**config.mk**
```make
export PLATFORM = sky130hd
export DESIGN_NAME = norm_block_sched
export DESIGN_NICKNAME = d
export VERILOG_FILES = /design/src/rtl/norm_block_sched.sv
export SDC_FILE = /design/constraint.sdc
export NUM_CORES = 1
export LEC_CHECK = 0
export ABC_AREA = 1
export CAP_MARGIN = 15
export CORE_AREA = 2 2 85 87
export CTS_CLUSTER_DIAMETER = 150
export CTS_CLUSTER_SIZE = 24
export DETAILED_ROUTE_END_ITERATION = 7
export DIE_AREA = 0 0 87 89
export GPL_TIMING_DRIVEN = 0
export SLEW_MARGIN = 10
export SYNTH_ARGS = -nofsm -noshare
export SYNTH_HDL_FRONTEND = slang
export SYNTH_SLANG_ARGS = --single-unit
```
**constraint.sdc**
```tcl
create_clock -name clk -period 2 [get_ports clk]
set_clock_uncertainty 0.2 [all_clocks]
set_input_delay 0.4 -clock clk [delete_from_list [all_inputs] [get_ports clk]]
set_output_delay 0.4 -clock clk [all_outputs]
set_load 0.01 [all_outputs]
```
**src/rtl/norm_block_sched.sv**
```systemverilog
// norm_block_sched -- block-normalisation scheduler for a cell-histogram stream.
//
// Accepts one cell histogram at a time and writes it into a ring-buffered cell
// RAM. Once the cell completes a 2x2 block (col>=1, row>=1), the scheduler
// reads the four block cells twice. The first pass builds the block sum
// (SUM). After one cycle of RAM read latency (GAP), the second pass issues
// 36 divides, one per bin per cell (DIV).
//
// Optional feature: define NORM_SCHED_STALL_CNT_EN to add the stall_cnt
// output. It counts cycles where a cell is offered but not accepted.
//
// Ports:
//   clk         rising-edge clock
//   rst         asynchronous active-low reset
//   cell_valid  a cell histogram is offered
//   cell_ready  cell accepted this cycle (IDLE only)
//   wr_en       cell RAM write strobe (== accept)
//   wr_addr     cell RAM write address (ring pointer)
//   rd_addr     cell RAM read address for the selected block cell
//   rd_sel      block cell index: 0=current 1=left 2=up 3=up-left
//   bin_idx     bin index 0..8 fed to the divider mux
//   sum_clr     load block sum with b_sum+epsilon
//   sum_acc     accumulate b_sum into block sum
//   div_start   divider operand valid
//   blk_done    pulse on the last divide of a block
//   frame_done  pulse with blk_done of the final block in the frame
//   stall_cnt   (optional) saturating count of stalled offers
module norm_block_sched #(
  parameter int LINE     = 40,
  parameter int ROWS     = 30,
  parameter int ADDR_W   = 6,
  parameter int MAX_ADDR = LINE + 2
) (
  input  logic              clk,
  input  logic              rst,
  input  logic              cell_valid,
  output logic              cell_ready,
  output logic              wr_en,
  output logic [ADDR_W-1:0] wr_addr,
  output logic [ADDR_W-1:0] rd_addr,
  output logic [1:0]        rd_sel,
  output logic [3:0]        bin_idx,
  output logic              sum_clr,
  output logic              sum_acc,
  output logic              div_start,
  output logic              blk_done,
  output logic              frame_done
`ifdef NORM_SCHED_STALL_CNT_EN
  ,
  output logic [15:0]       stall_cnt
`endif
);

  localparam int COL_W = (LINE > 1) ? $clog2(LINE) : 1;
  localparam int ROW_W = (ROWS > 1) ? $clog2(ROWS) : 1;

  typedef enum logic [1:0] {
    IDLE = 2'd0,
    SUM  = 2'd1,
    GAP  = 2'd2,
    DIV  = 2'd3
  } state_t;

  state_t            state_q, state_d;
  logic              run_q;
  logic [ADDR_W-1:0] wr_ptr_q;
  logic [COL_W-1:0]  col_q;
  logic [ROW_W-1:0]  row_q;
  logic [ADDR_W-1:0] base_q;
  logic              last_q;
  logic [1:0]        sel_q, sel_d;
  logic [3:0]        bin_q, bin_d;
  logic              accept;

  logic [ADDR_W-1:0] addr_left, addr_up, addr_ul;

  // Next-state and strobe logic
  always_comb begin
    state_d    = state_q;
    sel_d      = sel_q;
    bin_d      = bin_q;
    sum_clr    = 1'b0;
    sum_acc    = 1'b0;
    div_start  = 1'b0;
    blk_done   = 1'b0;
    // run_q holds cell_ready low until the first edge after reset release
    cell_ready = run_q && (state_q == IDLE);
    accept     = cell_valid && cell_ready;
    wr_en      = accept;
    wr_addr    = wr_ptr_q;

    case (state_q)
      IDLE: begin
        sel_d = 2'd0;
        bin_d = 4'd0;
        if (accept && (col_q != '0) && (row_q != '0))
          state_d = SUM;
      end
      SUM: begin
        sum_clr = (sel_q == 2'd0);
        sum_acc = (sel_q != 2'd0);
        if (sel_q == 2'd3) begin
          sel_d   = 2'd0;
          state_d = GAP;
        end else begin
          sel_d = sel_q + 2'd1;
        end
      end
      GAP: begin
        sel_d   = 2'd0;
        bin_d   = 4'd0;
        state_d = DIV;
      end
      DIV: begin
        div_start = 1'b1;
        if (bin_q == 4'd8) begin
          bin_d = 4'd0;
          if (sel_q == 2'd3) begin
            sel_d    = 2'd0;
            blk_done = 1'b1;
            state_d  = IDLE;
          end else begin
            sel_d = sel_q + 2'd1;
          end
        end else begin
          bin_d = bin_q + 4'd1;
        end
      end
      default: state_d = IDLE;
    endcase

    frame_done = blk_done && last_q;
  end

  // Block neighbour addresses, modulo the ring depth
  always_comb begin
    addr_left = (base_q == '0) ? ADDR_W'(MAX_ADDR - 1) : base_q - ADDR_W'(1);
    addr_up   = (base_q >= ADDR_W'(LINE)) ? base_q - ADDR_W'(LINE)
                                          : base_q + ADDR_W'(MAX_ADDR - LINE);
    addr_ul   = (base_q >= ADDR_W'(LINE + 1)) ? base_q - ADDR_W'(LINE + 1)
                                              : base_q + ADDR_W'(MAX_ADDR - LINE - 1);
  end

  // Read side is parked at zero outside SUM/DIV
  always_comb begin
    rd_sel  = 2'd0;
    bin_idx = 4'd0;
    rd_addr = '0;
    if (state_q == SUM || state_q == DIV) begin
      rd_sel = sel_q;
      case (sel_q)
        2'd0:    rd_addr = base_q;
        2'd1:    rd_addr = addr_left;
        2'd2:    rd_addr = addr_up;
        default: rd_addr = addr_ul;
      endcase
    end
    if (state_q == DIV)
      bin_idx = bin_q;
  end

  always_ff @(posedge clk or negedge rst) begin
    if (!rst) begin
      state_q  <= IDLE;
      run_q    <= 1'b0;
      wr_ptr_q <= '0;
      col_q    <= '0;
      row_q    <= '0;
      base_q   <= '0;
      last_q   <= 1'b0;
      sel_q    <= 2'd0;
      bin_q    <= 4'd0;
    end else begin
      state_q <= state_d;
      run_q   <= 1'b1;
      sel_q   <= sel_d;
      bin_q   <= bin_d;
      if (accept) begin
        wr_ptr_q <= (wr_ptr_q == ADDR_W'(MAX_ADDR - 1)) ? '0 : wr_ptr_q + ADDR_W'(1);
        base_q   <= wr_ptr_q;
        last_q   <= (col_q == COL_W'(LINE - 1)) && (row_q == ROW_W'(ROWS - 1));
        if (col_q == COL_W'(LINE - 1)) begin
          col_q <= '0;
          row_q <= (row_q == ROW_W'(ROWS - 1)) ? '0 : row_q + ROW_W'(1);
        end else begin
          col_q <= col_q + COL_W'(1);
        end
      end
      // End of frame realigns the ring to address 0 for the next frame
      if (frame_done) begin
        wr_ptr_q <= '0;
        col_q    <= '0;
        row_q    <= '0;
      end
    end
  end

`ifdef NORM_SCHED_STALL_CNT_EN
  always_ff @(posedge clk or negedge rst) begin
    if (!rst)
      stall_cnt <= '0;
    else if (frame_done)
      stall_cnt <= '0;
    else if (cell_valid && !cell_ready && (stall_cnt != '1))
      stall_cnt <= stall_cnt + 16'd1;
  end
`endif

endmodule

```
==> run metrics, run 1 <==
CP cell instances=clkinv_4 > ha_1 > inv_1 > nand2_1 > nand3_4 > nand3_1 > nand3_1 > nand2_1 > nor2_2 > buf_2; num rows=30; measured slew at the worst slew-check pin=772.1 ps; leakage power=0.002077 µW; mux share of post-synthesis cell area=0; post-synthesis simple-gate area fraction=0.3172; largest net degree at the start of global routing=34; Remaining Overflow, GRT=0; register area share after synthesis=0.3074; final setup TNS=-3991 ps; Via density=5.131; relative slew slack=0.4853; clock tree from TritonCTS=built; Synth Area in Adders=0.1304; # IOs=28; Tcrit/Tclk final=1.208; cell taking the most area after synthesis=dfrtp_1; R2R Path End=state_q[0]; Max Fclk=413.8 MHz; CP required=1400 ps; Crit Path Class=flip-flop to output port; worst hold path class=primary input to async pin; Net Count, Synth=422; PwrDens=1393 nW/µm²; Max stage delay cell, worst path=dfrtp_2; CTS sink cnt=33; Yosys warnings=0; drt initial violations=125; Syn Inst Count=391; unrepaired setup endpoints after global routing=true; HPWL Detailed=4.663 mm; R2R Path Start=state_q[1]; initial antenna violation count=0; CP Launch Point=base_q[1]; number of max-cap violations=0; xor/xnor share of the synthesized area=0.02282; RePlAce Congestion=0.8669; CTS buffer count=5; H-tree Lvls=2; Die Area=7743 µm²; CP delay by family, top=simple AND/OR/NAND/NOR gates; largest family of logic cells by synthesized area=simple AND/OR/NAND/NOR gates; final setup fails=23; synth unique cells=28; status=finished, violations left; vias in the first global route=2642; Hold Fails Final Rpt=16; Levels on crit path=10; DRC violations left=0; Final min period=2417 ps; Mapped Area=2686 µm²; GRT Util Overall=0.1945; Worst EP arrival=1820 ps; first-pass GRT wire length=11.99 mm; PortBufs=27; worst-path fanout max=5; post-DR wirelength/cell=14.06 µm; Critical Path End Type=output port; flop2flop setup slack=-240 ps; type of origin of the critical path=flip-flop; hold buffer count at cts=0; worst skew pair latency=280 ps; top post-synthesis cells by area=dfrtp_1 31%, nand2_1 13%, ha_1 13%; top cell type's share of synthesized area=0.3074; initial core utilization=0.3998; WL final=8.040 mm; r2r worst-path depth=11; Die Y=89 µm; Synth Area in Compound Gates=0.1039; drt pass-1 iters=4; crit-path max cell delay=410 ps; final slew viol count=0; fraction of layout cells with a size suffix above 1=0.3923; Worst Setup EP=rd_addr[3]; #FFs+latches synth=33; Die X=87 µm; Buf/Inv on CP=3; post-synthesis area per instance=6.870 µm²; clock slew at reported path FFs=70 ps; Worst Hold Slack=-19.55 ps; Max rail drop VDD=0.6017 mV; Final Power=5783 µW; Total Nets Final=523; CORE AREA=6719 µm²; fin worst setup slack=-416.9 ps; via count=2935; Root Buffer Master=clkbuf_8; Filler cells=588; post-route antenna net violation count=0; failing checks=negative hold slack, negative setup slack; n_diodes=0; clock buffer depth=2; area added between synthesis and finish=54.59%
[placed cells by master (no fill, tap or decap), types with 7 or more instances in the layout]
cell and n:
clkdlybuf4s50_1 7, ha_1 12, inv_2 14, nor2_1 28, buf_2 10, nand4_1 11
dfrtp_1 29, nand2_4 8, nor2_2 8, buf_6 29, ha_4 10, o21ai_0 22
a21oi_1 14, nor2_4 7, nand2_2 7, nand3_1 34, buf_4 49, nand2_1 81
inv_1 40
[sequential cells by signal, indices dropped and copies added (netlist names)]
signal / count
base_q: 6
bin_q: 4
col_q: 6
last_q: 1
row_q: 5
run_q: 1
sel_q: 2
state_q: 2
wr_addr: 6
[power by group]
group | internal [µW] | switching [µW]
sequential | 890 | 247
combinational | 1950 | 2180
clock | 273 | 241
[worst min path at each step]
| stage | end | depth (start not counted) | slack, ps | start |
|---|---|---|---|---|
| final | row_q[0] | 1 | -20 | rst |
| after global routing | bin_q[1] | 1 | 60 | rst |
| after CTS | row_q[0] | 1 | 9 | rst |
| after detailed placement | row_q[1] | 1 | 320 | rst |
| after global placement | base_q[4] | 2 | 310 | wr_addr[4] |
| after floorplan | base_q[0] | 0 | -100 | rst |
[kinds of logic (layout without fill, tap and decap cells)]
kind of cell	count (synthesis)	in the layout
adders and majority gates	28	28
buffers and inverters	73	174
DFF	33	33
AOI/OAI and AO/OA	52	52
xor gates and xnor gates	7	7
and+or+nand+nor	197	197
other	1	1
[stage by stage]
| step | setup WS (ps) | std cells | cell area (µm²) | util | hold slack (ps) |
|---|---|---|---|---|---|
| 2_1_floorplan | -5.758 | 391 | 2696 | - | -95.59 |
| 3_3_place_gp | -839.4 | 498 | 3067 | 0.4564 | 308.8 |
| 3_5_place_dp | -830.7 | 498 | 3062 | 0.4557 | 323.1 |
| 4_1_cts | -401.2 | 549 | 3689 | 0.5490 | 9.248 |
| 5_1_grt | -512.5 | 572 | 4153 | 0.6181 | 62.14 |
| 6_report | -416.9 | 572 | 4153 | 0.6181 | -19.55 |
[area by class of cell]
type	instances	area [µm²]	area share
multi-input combinational	285	1928	0.4643
timing repair buffer	96	842.1	0.2028
sequential	33	830.8	0.2001
inverter	63	270.3	0.06508
tap	80	100.1	0.02410
buffer	8	95.09	0.02290
clock buffer	7	86.33	0.02079
[routing by layer]
metal	wire length, µm	part of all wire	track usage	up-vias
met1	3600	0.45	0.2494	1400
met3	293	0.036	0.03786	12
met4	127	0.016	0.08381	0
met2	4020	0.50	0.3206	75
met5	0	0	0	-
li1	-	-	-	1448
[synthesized netlist by cell type]
library cell	count
nand2_1	96
inv_1	60
nand3_1	41
nor2_1	40
dfrtp_1	33
ha_1	28
o21ai_0	28
a21oi_1	17
nand4_1	11
xor2_1	7
buf_2	4
buf_4	3
inv_2	3
nor2_2	3
nor3_1	3
a21oi_2	2
a211oi_1	1
a31oi_1	1
buf_12	1
buf_6	1
clkbuf_1	1
conb_1	1
nand2_4	1
nand3_2	1
nand4_2	1
o21ai_2	1
o21bai_1	1
o22ai_1	1
[repair_timing]
action	CTS	global route
resized for setup	135	92
pin swaps	18	27
gates cloned	0	2
setup buffers	46	30
endpoints found under the setup margin	23	38
No activity file was read; power rests on OpenSTA's default activity.
==> inputs of run 2 (changes only) <==
--- a/config.mk
+++ b/config.mk
@@ -13,6 +13,7 @@
 export DETAILED_ROUTE_END_ITERATION = 7
 export DIE_AREA = 0 0 87 89
 export GPL_TIMING_DRIVEN = 0
+export HOLD_SLACK_MARGIN = 0.12
 export SLEW_MARGIN = 10
 export SYNTH_ARGS = -nofsm -noshare
 export SYNTH_HDL_FRONTEND = slang
==> run metrics, run 2 (synthesis gave the netlist of run 1 again) <==
fraction of layout cells with a size suffix above 1=0.3915; sw frac=0.4611; unrepaired setup endpoints after global routing=true; leakage power=0.002081 µW; Crit Path Class=flip-flop to output port; first-pass GRT wire length=11.99 mm; worst-path fanout max=5; GRT Util Overall=0.1945; crit-path max cell delay=410 ps; CTS buffer count=5; fin worst setup slack=-413.7 ps; PwrDens=1388 nW/µm²; Die Y=89 µm; RePlAce Congestion=0.8669; Seq pwr share=0.197; Die Area=7743 µm²; DRC violations left=0; Worst EP arrival=1810 ps; relative slew slack=0.4839; HPWL Detailed=4.663 mm; CP required=1400 ps; r2r worst-path depth=11; largest net degree at the start of global routing=34; fin cells=573; post-DR wirelength/cell=14.04 µm; # IOs=28; Remaining Overflow, GRT=0; worst hold path class=flip-flop to flip-flop; drt pass-1 iters=4; failing checks=negative setup slack; CORE AREA=6719 µm²; Filler cells=588; WL final=8.044 mm; Hold Fails Final Rpt=0; clock slew at reported path FFs=70 ps; Die X=87 µm; worst skew pair latency=280 ps; commonest non-fill, non-tap cell in the layout=nand2_1; Buf/Inv on CP=3; post-route antenna net violation count=0; CTS sink cnt=33; Via density=5.110; number of max-cap violations=0; Max rail drop VDD=0.6028 mV; CP delay by family, top=simple AND/OR/NAND/NOR gates; PortBufs=27; num rows=30; initial antenna violation count=0; Placed Cells=498; via count=2928; Levels on crit path=10; most frequent cells in the layout=81 x nand2_1, 49 x buf_4, 40 x inv_1; Tcrit/Tclk final=1.207; Max Fclk=414.3 MHz; CP cell instances=clkinv_4 > ha_1 > inv_1 > nand2_1 > nand3_4 > nand3_1 > nand3_1 > nand2_1 > nor2_2 > buf_2; Hold Crit Depth=2; status=finished, violations left; clock tree from TritonCTS=built; Int Power=3114 µW; H-tree Lvls=2; Critical Path End Type=output port; initial core utilization=0.3998; Final min period=2414 ps; final setup fails=22; utilization after layout=0.6196; Root Buffer Master=clkbuf_8; area added between synthesis and finish=54.96%; clock share of power=0.089; n_diodes=0; Net Sw Power=2664 µW; Worst Hold Slack=342.0 ps; clock buffer depth=2; Total Nets Final=524; measured slew at the worst slew-check pin=774.1 ps; share of total power in combinational logic=0.715; vias in the first global route=2642; Max stage delay cell, worst path=dfrtp_2; final slew viol count=0; type of origin of the critical path=flip-flop; drt initial violations=124
-- run 2: cell types whose count changed in the layout (fill, tap and decap cells not counted) --
cell / previous run / this run
dlygate4sd3_1: 0 / 1
-- run 2: path summary, 6_finish.rpt --
check / startpoint / endpoint / slack (ps)
worst max-delay path: base_q[1] / rd_addr[3] / -410
worst min-delay path: wr_addr[4] / base_q[4] / 340
worst max register to register: state_q[1] / state_q[0] / -240
worst min register to register: wr_addr[4] / base_q[4] / 340
max in group asynchronous: rst / base_q[2] / 520
min in group asynchronous: rst / row_q[0] / 520
-- run 2: repair_timing --
item | 4_1_cts | 5_1_grt
hold buffers | 1 | 0
endpoints found under the setup margin | 23 | 38
setup buffers | 46 | 30
hold endpoints to repair | 33 | 0
resized for setup | 135 | 92
pin swaps | 18 | 27
cloned | 0 | 2
-- run 2: power by group through the flow --
stage	Combinational (µW)	Clock (µW)	Sequential (µW)
4_1_cts	3470	533	1130
2_1_floorplan	1740	0	1110
6_report	4130	513	1140
3_3_place_gp	2530	0	1150
5_1_grt	4510	554	1170
3_5_place_dp	2560	0	1150
-- run 2: layout make-up --
class / instances / area [µm²] / share of cell area
plain buffers: 8 / 95.09 / 0.02284
clock buffers: 7 / 86.33 / 0.02074
inverters: 63 / 270.3 / 0.06492
multi-input cells: 285 / 1928 / 0.4632
flip-flops and latches: 33 / 830.8 / 0.1996
well taps: 80 / 100.1 / 0.02405
repair buffers: 97 / 852.1 / 0.2047
-- run 2: routing by layer --
layer	GRT usage	wire length, µm	part of all wire	up-vias
li1	-	-	-	1449
met1	0.2494	3586	0.45	1384
met2	0.3206	4009	0.50	81
met3	0.03786	298	0.037	14
met4	0.08381	149	0.019	0
met5	0	0	0	-
-- run 2: worst reg2reg max path: stages (launching register included) --
cell     delay, ps
dfrtp_1        430
buf_6          140
ha_4           150
buf_6          130
buf_6          120
buf_6          120
nand2_1        150
inv_1          100
o21ai_0        300
nand2_1        140
nand2_1         80
o21ai_0         70
-- run 2: per-stage QoR --
stage / setup slack, ps / area, µm² / TNS (ps) / power [µW]
CTS: -401.2 / 3699 / -4060 / 5129
global route: -512.5 / 4163 / -6238 / 6243
detailed placement: -830.7 / 3062 / -7402 / 3704
floorplan: -5.758 / 2696 / -5.758 / 2846
global placement: -839.4 / 3067 / -22770 / 3679
finish: -413.7 / 4163 / -3958 / 5778
==> inputs of run 3 (changes only) <==
--- a/config.mk
+++ b/config.mk
@@ -14,7 +14,7 @@
 export DIE_AREA = 0 0 87 89
 export GPL_TIMING_DRIVEN = 0
 export HOLD_SLACK_MARGIN = 0.12
-export SLEW_MARGIN = 10
+export SLEW_MARGIN = 20
 export SYNTH_ARGS = -nofsm -noshare
 export SYNTH_HDL_FRONTEND = slang
 export SYNTH_SLANG_ARGS = --single-unit
==> run metrics, run 3 (synthesis gave the netlist of run 1 again) <==
Crit Path Class=flip-flop to output port; utilization after layout=0.6177; initial antenna violation count=0; final instance area=4150 µm²; vias in the first global route=2623; DRC violations left=0; Die Area=7743 µm²; Tcrit/Tclk final=1.205; GRT Util Overall=0.1981; Die X=87 µm; failing checks=negative setup slack; area added between synthesis and finish=54.49%; clock tree from TritonCTS=built; CTS sink cnt=33; Via density=5.098; Max stage delay cell, worst path=dfrtp_2; CP required=1400 ps; Remaining Overflow, GRT=0; Total Nets Final=512; HPWL Detailed=4.725 mm; drt initial violations=110; Root Buffer Master=clkbuf_8; worst skew pair latency=280 ps; drt pass-1 iters=4; leakage power=0.002057 µW; Worst EP arrival=1810 ps; fin worst setup slack=-410.2 ps; type of origin of the critical path=flip-flop; final slew viol count=0; WL final=7.962 mm; worst-path fanout max=4; fraction of layout cells with a size suffix above 1=0.3992; PortBufs=27; PwrDens=1423 nW/µm²; Final min period=2410 ps; unrepaired setup endpoints after global routing=true; CTS buffer count=5; n_diodes=0; clock buffer depth=2; Die Y=89 µm; CP cell instances=clkinv_4 > buf_12 > ha_4 > nand2_4 > nand2_2 > xor2_2 > nand2_1 > nand3_1 > nand2_1 > nor2_2 > buf_2; Max rail drop VDD=0.6000 mV; CORE AREA=6719 µm²; via count=2860; RePlAce Congestion=0.8669; CP delay by family, top=flip-flops; # IOs=28; Hold Fails Final Rpt=0; worst hold path class=flip-flop to flip-flop; final setup fails=19; commonest non-fill, non-tap cell in the layout=nand2_1; crit-path max cell delay=420 ps; Worst Hold Slack=345.5 ps; post-DR wirelength/cell=14.19 µm; Max Fclk=414.9 MHz; Final Power=5906 µW; largest net degree at the start of global routing=21; num rows=30; H-tree Lvls=2; number of max-cap violations=0; placed cell areas=3089 µm²; Most common cell on crit path=nand2_1; clock slew at reported path FFs=70 ps; most frequent cells in the layout=72 x nand2_1, 43 x inv_1, 39 x buf_4; Buf/Inv on CP=3; initial core utilization=0.3998; first-pass GRT wire length=12.25 mm; post-route antenna net violation count=0; Critical Path End Type=output port; final setup TNS=-3405 ps; status=finished, violations left
[run 3: cell types whose count changed in the layout (fill, tap and decap cells not counted), sizes merged]
cell	before	now
dlygate4sd2	0	1
clkinv	2	1
buf	92	80
clkbuf	11	9
inv	60	61
clkdlybuf4s15	0	1
[run 3: path summary, 6_finish.rpt]
path                            start    endpoint  slack, ps  cells after the start
max                         base_q[1]  rd_addr[3]       -410                     11
min                        wr_addr[4]   base_q[4]        350                      2
max reg2reg                state_q[0]  state_q[0]       -120                      9
min reg2reg                wr_addr[4]   base_q[4]        350                      2
max in group asynchronous         rst   base_q[2]        790                      3
min in group asynchronous         rst    row_q[0]        360                      2
[run 3: metal layers]
| metal | track usage | part of all wire | vias to the layer above | wire length (µm) |
|---|---|---|---|---|
| met4 | 0.06250 | 0.016 | 0 | 128 |
| met2 | 0.3296 | 0.49 | 69 | 3929 |
| met3 | 0.02862 | 0.034 | 15 | 274 |
| met1 | 0.2666 | 0.46 | 1349 | 3629 |
| li1 | - | - | 1427 | - |
| met5 | 0 | 0 | - | 0 |
[run 3: per-stage QoR]
step / instances / setup WS (ps)
final: 561 / -410.2
after global routing: 561 / -521.7
after CTS: 542 / -390.9
after detailed placement: 499 / -826.2
after global placement: 498 / -839.4
after floorplan: 391 / -5.758
[run 3: cell type report]
type	instances	area, µm²
timing repair buffer	86	778.2
tap	80	100.1
fill	580	2569
inverter	63	267.8
clock buffer	7	86.33
multi-input combinational	285	2002
sequential	33	832.0
buffer	7	83.83
[run 3: timing repair]
action,4_1_cts,5_1_grt
endpoints found under the setup margin,23,32
hold buffers,1,0
pin swaps,20,31
cloned,1,1
setup buffers,38,21
gates resized for setup,155,86
hold endpoints to repair,13,0
[run 3: where the power goes]
part | internal, µW | switching (µW)
Combinational | 1970 | 2270
Clock | 273 | 241
Sequential | 892 | 267
Total | 3130 | 2780
[run 3: worst register-to-register path, cell delays in order (launching register included)]
cell and delay, ps:
dfrtp_2 450, ha_4 210, buf_6 130, buf_6 110
nand2_1 170, inv_1 110, o21ai_0 310, nand2_1 150
nand2_1 80, o21ai_0 80
